===== src/rtl/cpu_oci_dct_pkg.sv =====
// Shared constants, FSM state and trace-atom encodings for the OCI DCT sequencer.
package cpu_oci_dct_pkg;

    localparam int ATOM_W    = 2;
    localparam int DCT_BUF_W = 30;
    localparam int DCT_CNT_W = 4;

    typedef enum logic [1:0] {
        RUN        = 2'd0,
        FLUSH_PEND = 2'd1,
        HALT       = 2'd2
    } dct_state_e;

    typedef enum logic [1:0] {
        ATOM_NONE      = 2'b00,
        ATOM_TAKEN     = 2'b01,
        ATOM_NOT_TAKEN = 2'b10,
        ATOM_EXCEPTION = 2'b11
    } dct_atom_e;

endpackage


===== src/rtl/cpu_oci_dct_outreg.sv =====
// Output holding register for completed DCT buffers, presented on a valid/ready handshake.
module cpu_oci_dct_outreg
    import cpu_oci_dct_pkg::*;
#(
    parameter int DATA_W = DCT_BUF_W,
    parameter int CNT_W  = DCT_CNT_W
) (
    input  logic              clk,
    input  logic              reset,
    input  logic              load,
    input  logic [DATA_W-1:0] load_data,
    input  logic [CNT_W-1:0]  load_count,
    input  logic              out_ready,
    output logic              out_valid,
    output logic [DATA_W-1:0] out_data,
    output logic [CNT_W-1:0]  out_count,
    output logic              free
);

    logic              valid_q, valid_d;
    logic [DATA_W-1:0] data_q, data_d;
    logic [CNT_W-1:0]  count_q, count_d;

    // Free now, or being consumed this cycle, so a back-to-back load is legal.
    assign free = !valid_q || out_ready;

    always_comb begin
        valid_d = valid_q;
        data_d  = data_q;
        count_d = count_q;
        if (load) begin
            valid_d = 1'b1;
            data_d  = load_data;
            count_d = load_count;
        end else if (out_ready) begin
            valid_d = 1'b0;
        end
    end

    always_ff @(posedge clk) begin
        if (reset) begin
            valid_q <= 1'b0;
            data_q  <= '0;
            count_q <= '0;
        end else begin
            valid_q <= valid_d;
            data_q  <= data_d;
            count_q <= count_d;
        end
    end

    assign out_valid = valid_q;
    assign out_data  = data_q;
    assign out_count = count_q;

endmodule


===== src/rtl/cpu_oci_dct_sequencer.sv =====
// Packs 2-bit OCI trace atoms into DCT buffers, hands them off, and sequences the end-of-test drain.
// Optional macro CPU_OCI_DCT_DROP_CNT_EN adds a saturating drop_count output.
module cpu_oci_dct_sequencer
    import cpu_oci_dct_pkg::*;
#(
    parameter int ATOMS           = 15,
    parameter int AUTO_FLUSH_IDLE = 64
) (
    input  logic                        clk,
    input  logic                        reset,
    input  logic                        atom_valid,
    input  logic [ATOM_W-1:0]           atom_data,
    input  logic                        flush_req,
    input  logic                        test_ending,
    output logic                        out_valid,
    input  logic                        out_ready,
    output logic [ATOM_W*ATOMS-1:0]     out_data,
    output logic [DCT_CNT_W-1:0]        out_count,
    output logic [ATOM_W*ATOMS-1:0]     dct_buffer,
    output logic [DCT_CNT_W-1:0]        dct_count,
    output logic                        overflow,
    output logic                        test_has_ended
`ifdef CPU_OCI_DCT_DROP_CNT_EN
    ,
    output logic [7:0]                  drop_count
`endif
);

    localparam int                   BUF_W     = ATOM_W * ATOMS;
    localparam logic [DCT_CNT_W-1:0] CNT_FULL  = DCT_CNT_W'(ATOMS);
    localparam logic [15:0]          IDLE_LAST = 16'((AUTO_FLUSH_IDLE > 0) ? AUTO_FLUSH_IDLE - 1 : 0);

    dct_state_e           state_q, state_d;
    logic [BUF_W-1:0]     buf_q, buf_d, merged_buf;
    logic [DCT_CNT_W-1:0] cnt_q, cnt_d, merged_cnt;
    logic                 flush_q, flush_d;
    logic [15:0]          idle_q, idle_d;
    logic                 ended_q, ended_d;
    logic                 take, full, fit, auto_fire, flush_now, xfer, drop, out_free;

    always_comb begin
        take = atom_valid && (state_q != HALT);
        full = (cnt_q == CNT_FULL);
        fit  = take && !full;

        // Buffer as it would look with this cycle's atom appended; a transfer ships this view.
        merged_buf = buf_q;
        for (int i = 0; i < ATOMS; i++) begin
            if (fit && (cnt_q == DCT_CNT_W'(i))) begin
                merged_buf[ATOM_W*i +: ATOM_W] = atom_data;
            end
        end
        merged_cnt = cnt_q + DCT_CNT_W'(fit);

        auto_fire = 1'b0;
        idle_d    = '0;
        if (AUTO_FLUSH_IDLE != 0 && !atom_valid && cnt_q != '0) begin
            if (idle_q == IDLE_LAST) begin
                auto_fire = 1'b1;
            end else begin
                idle_d = idle_q + 16'd1;
            end
        end

        flush_now = flush_q || flush_req || auto_fire || (state_q == FLUSH_PEND);
        xfer      = out_free && ((merged_cnt == CNT_FULL) || (flush_now && merged_cnt != '0));
        drop      = take && full && !xfer;

        if (xfer) begin
            buf_d = '0;
            cnt_d = '0;
            if (take && full) begin
                buf_d[ATOM_W-1:0] = atom_data;
                cnt_d             = DCT_CNT_W'(1);
            end
        end else begin
            buf_d = merged_buf;
            cnt_d = merged_cnt;
        end

        if (xfer || merged_cnt == '0) begin
            flush_d = 1'b0;
        end else begin
            flush_d = flush_q || flush_req || auto_fire;
        end

        state_d = state_q;
        ended_d = ended_q;
        unique case (state_q)
            RUN: begin
                if (test_ending) begin
                    state_d = FLUSH_PEND;
                end
            end
            FLUSH_PEND: begin
                if (cnt_q == '0 && !out_valid && !atom_valid) begin
                    state_d = HALT;
                    ended_d = 1'b1;
                end
            end
            HALT: begin
                state_d = HALT;
            end
            default: begin
                state_d = RUN;
            end
        endcase
    end

    always_ff @(posedge clk) begin
        if (reset) begin
            state_q <= RUN;
            buf_q   <= '0;
            cnt_q   <= '0;
            flush_q <= 1'b0;
            idle_q  <= '0;
            ended_q <= 1'b0;
        end else begin
            state_q <= state_d;
            buf_q   <= buf_d;
            cnt_q   <= cnt_d;
            flush_q <= flush_d;
            idle_q  <= idle_d;
            ended_q <= ended_d;
        end
    end

    cpu_oci_dct_outreg #(
        .DATA_W (BUF_W),
        .CNT_W  (DCT_CNT_W)
    ) u_outreg (
        .clk        (clk),
        .reset      (reset),
        .load       (xfer),
        .load_data  (merged_buf),
        .load_count (merged_cnt),
        .out_ready  (out_ready),
        .out_valid  (out_valid),
        .out_data   (out_data),
        .out_count  (out_count),
        .free       (out_free)
    );

`ifdef CPU_OCI_DCT_DROP_CNT_EN
    logic [7:0] drop_cnt_q, drop_cnt_d;

    always_comb begin
        drop_cnt_d = drop_cnt_q;
        if (drop && drop_cnt_q != 8'hFF) begin
            drop_cnt_d = drop_cnt_q + 8'd1;
        end
    end

    always_ff @(posedge clk) begin
        if (reset) begin
            drop_cnt_q <= '0;
        end else begin
            drop_cnt_q <= drop_cnt_d;
        end
    end

    assign drop_count = drop_cnt_q;
    assign overflow   = (drop_cnt_q != 8'd0);
`else
    logic ovf_q, ovf_d;

    always_comb begin
        ovf_d = ovf_q || drop;
    end

    always_ff @(posedge clk) begin
        if (reset) begin
            ovf_q <= 1'b0;
        end else begin
            ovf_q <= ovf_d;
        end
    end

    assign overflow = ovf_q;
`endif

    assign dct_buffer     = buf_q;
    assign dct_count      = cnt_q;
    assign test_has_ended = ended_q;

endmodule


===== config.mk =====
export PLATFORM = sky130hd
export DESIGN_NAME = cpu_oci_dct_sequencer
export DESIGN_NICKNAME = d
export VERILOG_FILES = /design/src/rtl/cpu_oci_dct_pkg.sv /design/src/rtl/cpu_oci_dct_outreg.sv /design/src/rtl/cpu_oci_dct_sequencer.sv
export SDC_FILE = /design/constraint.sdc
export NUM_CORES = 1
export LEC_CHECK = 0
export ABC_AREA = 1
export CORE_MARGIN = 4
export CORE_UTILIZATION = 45
export CTS_CLUSTER_DIAMETER = 30
export DETAILED_ROUTE_END_ITERATION = 8
export PLACE_DENSITY = 0.82
export SLEW_MARGIN = 10
export SYNTH_ARGS = -nofsm -noshare
export SYNTH_HDL_FRONTEND = slang
export SYNTH_HIERARCHICAL = 1
export SYNTH_SLANG_ARGS = --single-unit

===== constraint.sdc =====
create_clock -name clk -period 4.31 [get_ports clk]
set_input_delay 0.862 -clock clk [delete_from_list [all_inputs] [get_ports clk]]
set_output_delay 0.862 -clock clk [all_outputs]
set_load 0.03 [all_outputs]

==> flow_metrics.py, run 1 <==
metrics = {
    "synth": {
        "syn_inst": 560,
        "yosysTopAreaCell": "dfxtp_1",
        "synth-seq-area-share_pct": 45.5,
        "syn_area_mm2": 0.00396,
        "netlist.area_leader.share_pct": 45.5,
        "ys_seq_elements": 90,
        "synth.distinct_cells": 29,
        "synth_area_leaders": "dfxtp_1, nor2_1, inv_1, nand2_1, o21ai_0",
        "synth_fp_nets": 574,
        "syn_area_per_cell_um2": 7.06,
        "synth_warnings": 6,
    },
    "clock_network": {
        "cts-hold-fix-buffers": 0,
        "cts_buffers": 9,
        "root_buffer": "clkbuf_8",
        "clk_pin_slew_ns": 0.08,
        "cts_tree": "built",
        "cts_buffer_depth": 2,
        "cts_max_level": 3,
        "insertion_delay_ns": 0.35,
        "cts-resized-gates": 0,
        "post-cts-setup-buffers": 0,
        "clock_sinks": 90,
    },
    "placed_design": {
        "io_buffers": 78,
        "preCtsSetupSlack_ns": 0.504,
        "hpwlAfterDp_um": 6850,
        "place.gp.congestion": 0.858,
    },
    "floorplanning": {
        "dieArea_mm2": 0.0104,
        "ios": 79,
        "row_count": 33,
        "die_w_um": 102,
        "core_area_mm2": 0.00838,
        "start_util_pct": 47.2,
        "die_y_um": 102,
    },
    "setup_path": {
        "worst-setup-path-type": "in -> reg",
        "critPathTopFamily": "buffers and inverters",
        "max_stage_delay_ns": 0.53,
        "cp_max_fo": 35,
        "cp-end-kind": "flip-flop",
        "rr_startpoint": "state_q[0]",
        "rr_endpoint": "u_outreg/out_count[3]",
        "worst_r2r_path_depth": 14,
        "slowest_stage": "clkdlybuf4s50_1",
        "startpoint_type": "input pin",
        "crit_chain": "clkdlybuf4s50_1, inv_1, or2_1, a21oi_1, ha_1, ha_1, nor2_1, nand2_1, o21ai_1, o21bai_4, inv_1, inv_2, nor2_1, nor2_1",
        "r2r_slack_ns": 1.27,
        "cp.required_ns": 4.60,
        "path_buf_inv": 4,
        "cp.arrival_ns": 3.76,
        "crit_top_cell": "nor2_1",
    },
    "sta": {
        "finalSetupViolations": 0,
        "drv_slew": 0,
        "worst_hold_slack_ns": 0.464,
        "relSlewSlack_pct": 42.0,
        "rsz0062_at_grt": "false",
        "fmax_mhz": 288,
        "fin_crit_sh_pct": 80.5,
        "timing.setup.tns_ns": 0,
        "fin_skew_ns": 0.00835,
        "finalHoldViolations": 0,
        "worst_slack_ns": 0.841,
        "layout_min_cycle_time_ns": 3.47,
        "worst_slew_pin_slew_ns": 0.869,
    },
    "layout": {
        "finalNetCount": 649,
        "register_area_mm2": 0.00180,
        "fill_cells": 704,
        "area_growth_pct": 26.0,
        "multi_input_area_mm2": 0.00168,
        "drive_gt1_share_pct": 7.34,
        "layout_commonest_cell": "nor2_1",
        "mostFrequentLayoutCells": "nor2_1, inv_1, nand2_1, dfxtp_1, clkdlybuf4s50_1",
        "n_antenna_cell": 0,
    },
    "hold_path": {
        "hold_depth": 1,
        "min_path_type": "reg -> reg",
        "min_from": "idle_q[0]",
        "hold_path_end": "idle_q[0]",
    },
    "routing": {
        "viasPerCell": 4.85,
        "ant_nets": 0,
        "via_count": 3610,
        "route.detailed.drc": 0,
        "drt_iter0_markers": 216,
        "firstDrtPassIters": 5,
        "wl_um": 9550,
        "drt-wirelength-per-cell_um": 12.8,
    },
    "power_and_ir_drop": {
        "power.total_mw": 2.75,
        "ir_drop_mv": 0.278,
        "power_density_mw_per_mm2": 552,
        "leakage_nw": 2.38,
    },
    "global_routing": {
        "grt_pass1_wl_um": 15700,
        "grt_overflow_total": 0,
        "track_usage_pct": 19.1,
        "grt_max_degree": 36,
        "antenna_found_initial": 0,
        "first_global_vias": 3486,
    },
    "run_status": {
        "status": "finished, final reports clean",
    },
    "run": {
        "drv_cap": 0,
    },
}
==> Yosys cell counts <==
library cell	number
a211oi_1	1
xor2_1	2
nand2_2	2
xnor2_1	2
inv_1	92
clkbuf_2	3
buf_6	6
nand3_1	14
nor3b_1	3
clkbuf_1	4
a21oi_1	14
o21a_1	2
ha_1	6
or2_1	1
dfxtp_1	90
inv_2	1
clkinv_1	1
nor2_1	120
o21ai_1	6
clkbuf_4	3
or2_2	4
nand4_1	4
o21ai_0	61
nand2_1	90
o21bai_4	1
nor2_2	21
nor3_2	2
a21oi_2	1
nor3_1	3
==> worst reg2reg max path: stages (launching register included) <==
cell      delay [ns]
dfxtp_1         0.35
inv_1           0.08
ha_1            0.21
or2_1           0.33
a21oi_1         0.16
ha_1            0.21
ha_1            0.28
nor2_1          0.12
nand2_1         0.08
o21ai_1         0.19
o21bai_4        0.18
inv_1           0.09
inv_2           0.46
nor2_1          0.12
nor2_1          0.12
==> per-stage QoR <==
step	area (um^2)	utilization, %	instances
global route	4980	59.5	745
finish	4980	59.5	745
floorplan	3960	-	560
CTS	4980	59.5	745
global placement	4780	57.0	729
detailed placement	4780	57.0	729
==> registers in the layout, summed over array words and instances (netlist names) <==
name / cells
dct_buffer: 30
dct_count: 4
flush_q: 1
idle_q: 16
overflow: 1
state_q: 2
test_has_ended: 1
u_outreg/out_count: 4
u_outreg/out_data: 30
u_outreg/out_valid: 1
==> cell families (layout without fill, tap and decap cells) <==
kind of cell / Yosys count / count (layout) / synth area share [%]
adder cells (fa/ha/maj): 6 / 6 / 1.90
AND/OR/NAND/NOR: 264 / 264 / 28.2
flip-flops: 90 / 90 / 45.5
buffers and inverters: 110 / 190 / 12.0
XOR/XNOR: 4 / 4 / 0.886
AO/OA/AOI/OAI: 86 / 86 / 11.5
==> how the worst max path moves through the flow <==
stage	slack [ns]	start	cells past startpoint	end
floorplan	1.43	atom_valid	15	u_outreg/out_count[0]
global placement	0.65	atom_valid	14	u_outreg/out_data[14]
detailed placement	0.50	atom_valid	15	u_outreg/out_count[3]
CTS	0.85	atom_valid	14	u_outreg/out_count[3]
global route	0.61	atom_valid	15	u_outreg/out_data[14]
finish	0.84	atom_valid	14	u_outreg/out_count[3]
==> metal layers <==
metal  part of all wire, %  wire length (um)  GRT usage (%)
met5                     0                 0              0
met4                   2.3               224           8.28
met1                    44              4170           23.2
met2                    48              4550           32.8
met3                   6.3               604           3.99
==> cell type report <==
cell class | count | share of cell area (%)
Clock buffer | 12 | 2.71
Clock inverter | 4 | 1.48
Inverter | 94 | 7.08
Multi-Input combinational cell | 360 | 33.7
Sequential cell | 90 | 36.1
Tap cell | 105 | 2.64
Timing Repair Buffer | 80 | 16.2
==> report_power, final <==
part / internal (mW) / switching (mW) / total (mW)
sequential: 0.958 / 0.0725 / 1.03
clock: 0.329 / 0.286 / 0.615
combinational: 0.383 / 0.723 / 1.11
total: 1.67 / 1.08 / 2.75
Power figures use the tool's default switching activity.
==> inputs of run 2 (changes only) <==
==> constraint.sdc (replaced) <==
create_clock -name clk -period 3.4 [get_ports clk]
set_input_delay 0.68 -clock clk [delete_from_list [all_inputs] [get_ports clk]]
set_output_delay 0.68 -clock clk [all_outputs]
set_load 0.03 [all_outputs]
==> run 2 against run 1 <==
Net effect: flip-flop and latch count unchanged; combinational power increased by 34%; power increased by 28%; critical endpoint is now u_outreg/out_data[22]; highest routed layer unchanged.
==> flow_metrics.py, run 2 (synthesis gave the netlist of run 1 again) <==
metrics = {
    "routing": {
        "route.detailed.drc": 0,
        "via_count": 3615,
        "firstDrtPassIters": 5,
        "wl_um": 9780,
        "drt-wirelength-per-cell_um": 13.0,
        "viasPerCell": 4.82,
        "drt_iter0_markers": 148,
        "ant_nets": 0,
    },
    "sta": {
        "worst_slew_pin_slew_ns": 0.850,
        "layout_min_cycle_time_ns": 2.99,
        "fin_skew_ns": 0.0107,
        "finalHoldViolations": 0,
        "fmax_mhz": 334,
        "timing.setup.tns_ns": 0,
        "finalSetupViolations": 0,
        "rsz0062_at_grt": "false",
        "fin_crit_sh_pct": 88.0,
        "relSlewSlack_pct": 43.3,
        "drv_slew": 0,
    },
    "floorplanning": {
        "row_count": 33,
        "core_area_mm2": 0.00838,
        "start_util_pct": 47.2,
        "die_y_um": 102,
        "dieArea_mm2": 0.0104,
        "ios": 79,
        "die_w_um": 102,
    },
    "global_routing": {
        "first_global_vias": 3662,
        "antenna_found_initial": 0,
        "track_usage_pct": 20.2,
        "grt_pass1_wl_um": 16600,
        "grt_max_degree": 35,
        "grt_overflow_total": 0,
    },
    "hold_path": {
        "hold_depth": 1,
        "min_path_type": "reg -> reg",
    },
    "setup_path": {
        "cp-end-kind": "flip-flop",
        "r2r_slack_ns": 0.66,
        "worst_r2r_path_depth": 15,
        "startpoint_type": "input pin",
        "cp.required_ns": 3.65,
        "cp_max_fo": 24,
        "cp.arrival_ns": 3.24,
        "worst-setup-path-type": "in -> reg",
    },
    "clock_network": {
        "cts_max_level": 3,
        "root_buffer": "clkbuf_8",
        "insertion_delay_ns": 0.36,
        "post-cts-setup-buffers": 0,
        "clk_pin_slew_ns": 0.09,
        "cts_tree": "built",
        "cts-hold-fix-buffers": 0,
        "cts-resized-gates": 0,
        "cts_buffers": 9,
        "cts_buffer_depth": 2,
        "clock_sinks": 90,
    },
    "layout": {
        "register_area_mm2": 0.00180,
        "drive_gt1_share_pct": 8.37,
        "utilization_pct": 60.1,
        "mostFrequentLayoutCells": "nor2_1, inv_1, nand2_1, dfxtp_1, clkdlybuf4s50_1",
        "n_antenna_cell": 0,
        "fill_cells": 756,
        "finalNetCount": 654,
        "area_growth_pct": 27.2,
        "layout_commonest_cell": "nor2_1",
        "stdcell_count": 750,
        "multi_input_area_mm2": 0.00168,
    },
    "run_status": {
        "status": "finished, final reports clean",
    },
    "power_and_ir_drop": {
        "swShare_pct": 40.2,
        "leakage_nw": 2.40,
        "power.total_mw": 3.52,
        "pwr-share-comb_pct": 42.3,
        "seq_power_share_pct": 37.3,
        "p_clk_share_pct": 20.4,
        "power_density_mw_per_mm2": 699,
        "ir_drop_mv": 0.485,
        "intPower_mw": 2.11,
        "p_switching_mw": 1.42,
    },
    "run": {
        "drv_cap": 0,
    },
    "placed_design": {
        "io_buffers": 78,
        "dp_cells": 734,
        "hpwlAfterDp_um": 7130,
        "place.gp.congestion": 0.884,
    },
}
run 2: through the flow:
stage / hold WS [ns] / setup slack [ns] / area, um^2
5_1_grt: 0.478 / 0.166 / 5030
3_5_place_dp: 0.441 / 0.105 / 4840
4_1_cts: 0.459 / 0.473 / 5030
6_report: 0.457 / 0.409 / 5030
3_3_place_gp: 0.426 / 0.189 / 4840
2_1_floorplan: 0.418 / 0.698 / 3960
run 2: area by class of cell:
| class | count | area share [%] |
|---|---|---|
| sequential | 90 | 35.8 |
| multi-input combinational | 360 | 33.4 |
| timing repair buffer | 85 | 17.3 |
| inverter | 94 | 7.01 |
| tap | 105 | 2.61 |
| clock buffer | 10 | 2.54 |
| clock inverter | 6 | 1.34 |
run 2: path summary, 6_finish.rpt:
path | startpoint | end
setup / recovery | atom_valid | u_outreg/out_data[22]
hold reg to reg | idle_q[0] | idle_q[0]
hold / removal | idle_q[0] | idle_q[0]
setup reg to reg | state_q[0] | u_outreg/out_data[22]
run 2: power by group through the flow:
stage | logic (mW) | registers [mW] | clock network (mW)
final | 1.49 | 1.31 | 0.720
after detailed placement | 1.48 | 1.33 | 0
after CTS | 1.49 | 1.31 | 0.735
after floorplan | 0.738 | 1.58 | 0
after global routing | 1.64 | 1.33 | 0.778
after global placement | 1.45 | 1.33 | 0
run 2: critical path, stage by stage:
cell and delay (ns):
clkdlybuf4s50_1 0.50, inv_1 0.05, or2_1 0.21, a21oi_1 0.12, ha_1 0.21, ha_1 0.18, nand2_1 0.06, nand2_1 0.15
nand2_1 0.09, o21ai_1 0.19, o21bai_4 0.17, inv_1 0.10, buf_4 0.22, o21ai_0 0.22, nor2_1 0.07
run 2: layer usage:
layer | share of wire [%] | vias to the layer above | global-route usage, % | wire length (um)
met1 | 43 | 1635 | 23.4 | 4190
met2 | 50 | 95 | 35.4 | 4850
met3 | 5.5 | 15 | 4.61 | 537
met4 | 2.0 | 0 | 9.10 | 200
met5 | 0 | - | 0 | 0
li1 | - | 1870 | - | -
==> inputs of run 3 (changes only) <==
==> constraint.sdc (replaced) <==
create_clock -name clk -period 3.7 [get_ports clk]
set_input_delay 0.74 -clock clk [delete_from_list [all_inputs] [get_ports clk]]
set_output_delay 0.74 -clock clk [all_outputs]
set_load 0.03 [all_outputs]
==> run 3 against run 2 <==
Net effect: routed wire length is 0.89% higher; clock skew is essentially flat; critical path depth is the same; power decreased by 9.7%; via count up 1.7%; flip-flop and latch count unchanged; final area fell by 0.94%; first-iteration DRC count up 43%; cell count down 0.27%; largest cell class unchanged.
==> flow_metrics.py, run 3 (synthesis gave the netlist of run 1 again) <==
metrics = {
    "sta": {
        "relSlewSlack_pct": 43.1,
        "finalSetupViolations": 0,
        "rsz0062_at_grt": "false",
        "fin_skew_ns": 0.0103,
        "fmax_mhz": 312,
        "worst_slack_ns": 0.496,
        "timing.setup.tns_ns": 0,
        "fin_crit_sh_pct": 86.6,
        "drv_slew": 0,
        "layout_min_cycle_time_ns": 3.20,
        "worst_hold_slack_ns": 0.459,
        "finalHoldViolations": 0,
        "worst_slew_pin_slew_ns": 0.852,
    },
    "power_and_ir_drop": {
        "power_density_mw_per_mm2": 637,
        "power.total_mw": 3.18,
        "ir_drop_mv": 0.394,
        "leakage_nw": 2.37,
    },
    "clock_network": {
        "cts_tree": "built",
        "clk_pin_slew_ns": 0.09,
        "clock_sinks": 90,
        "cts-resized-gates": 0,
        "post-cts-setup-buffers": 0,
        "cts_buffers": 9,
        "insertion_delay_ns": 0.36,
        "cts_max_level": 3,
        "root_buffer": "clkbuf_8",
        "cts_buffer_depth": 2,
        "cts-hold-fix-buffers": 0,
    },
    "run_status": {
        "status": "finished, final reports clean",
    },
    "setup_path": {
        "cp_max_fo": 20,
        "cp.required_ns": 3.95,
        "cp.arrival_ns": 3.45,
        "worst_r2r_path_depth": 15,
        "max_stage_delay_ns": 0.51,
        "crit_top_cell": "nand2_1",
        "worst-setup-path-type": "in -> reg",
        "crit_chain": "clkdlybuf4s50_1, inv_1, or2_1, a21oi_1, ha_1, ha_1, nand2_1, nand2_1, nand2_1, o21ai_1, o21bai_4, inv_1, buf_4, o21ai_0, nor2_1",
        "slowest_stage": "clkdlybuf4s50_1",
        "rr_endpoint": "u_outreg/out_data[15]",
        "r2r_slack_ns": 0.82,
        "cp-end-kind": "flip-flop",
        "startpoint_type": "input pin",
        "rr_startpoint": "state_q[0]",
    },
    "layout": {
        "area_growth_pct": 26.0,
        "drive_gt1_share_pct": 8.24,
        "n_antenna_cell": 0,
        "mostFrequentLayoutCells": "nor2_1, inv_1, nand2_1, dfxtp_1, clkdlybuf4s50_1",
        "layout_commonest_cell": "nor2_1",
        "finalNetCount": 653,
    },
    "global_routing": {
        "antenna_found_initial": 0,
        "first_global_vias": 3523,
        "grt_overflow_total": 0,
        "grt_max_degree": 35,
        "track_usage_pct": 19.9,
        "grt_pass1_wl_um": 16200,
    },
    "run": {
        "drv_cap": 0,
    },
    "placed_design": {
        "io_buffers": 78,
        "preCtsSetupSlack_ns": 0.210,
        "place.gp.congestion": 0.907,
        "hpwlAfterDp_um": 7140,
    },
    "routing": {
        "firstDrtPassIters": 5,
        "wl_um": 9860,
        "drt_iter0_markers": 212,
        "viasPerCell": 4.91,
        "via_count": 3676,
        "drt-wirelength-per-cell_um": 13.2,
        "ant_nets": 0,
        "route.detailed.drc": 0,
    },
    "floorplanning": {
        "row_count": 33,
        "ios": 79,
        "core_area_mm2": 0.00838,
        "dieArea_mm2": 0.0104,
        "start_util_pct": 47.2,
        "die_w_um": 102,
        "die_y_um": 102,
    },
    "hold_path": {
        "min_path_type": "reg -> reg",
        "hold_path_end": "overflow",
        "hold_depth": 2,
        "min_from": "overflow",
    },
}
run 3: cell type report:
| cell class | count | area, um^2 |
|---|---|---|
| clock inverters | 6 | 68.8 |
| well taps | 105 | 131 |
| flip-flops and latches | 90 | 1800 |
| clock buffers | 9 | 124 |
| fillers | 740 | 3400 |
| repair buffers | 84 | 826 |
| inverters | 94 | 353 |
| multi-input cells | 360 | 1680 |
run 3: where the power goes:
part	internal (mW)	total [mW]	switching, mW
sequential	1.12	1.20	0.0878
clock	0.309	0.658	0.348
combinational	0.465	1.32	0.851
run 3: per-stage QoR:
| stage | std cells | cell area [um^2] | utilization (%) |
|---|---|---|---|
| floorplan | 560 | 3960 | - |
| global placement | 733 | 4790 | 57.2 |
| detailed placement | 733 | 4790 | 57.2 |
| CTS | 748 | 4990 | 59.5 |
| global route | 748 | 4990 | 59.5 |
| finish | 748 | 4990 | 59.5 |
run 3: how the worst max path moves through the flow:
stage	startpoint	end	slack, ns
finish	atom_valid	u_outreg/out_data[15]	0.50
floorplan	atom_valid	u_outreg/out_count[0]	0.94
detailed placement	atom_valid	u_outreg/out_data[10]	0.21
CTS	atom_valid	u_outreg/out_data[15]	0.53
global route	atom_valid	u_outreg/out_data[15]	0.31
global placement	atom_valid	u_outreg/out_data[19]	0.34
run 3: worst max-delay path, delay by kind of cell:
kind / cells / cell delay (ns)
AO/OA/AOI/OAI: 4 / 0.77
buffers and inverters: 4 / 0.88
AND/OR/NAND/NOR: 5 / 0.68
adder cells (fa/ha/maj): 2 / 0.39
run 3: per-layer routing:
metal,GRT usage [%],up-vias,share of wire [%],wire [um]
met1,23.5,1631,41,4070
met2,33.8,148,49,4790
li1,-,1867,-,-
met5,0,-,0,0
met3,3.86,30,6.6,655
met4,10.9,0,3.5,344
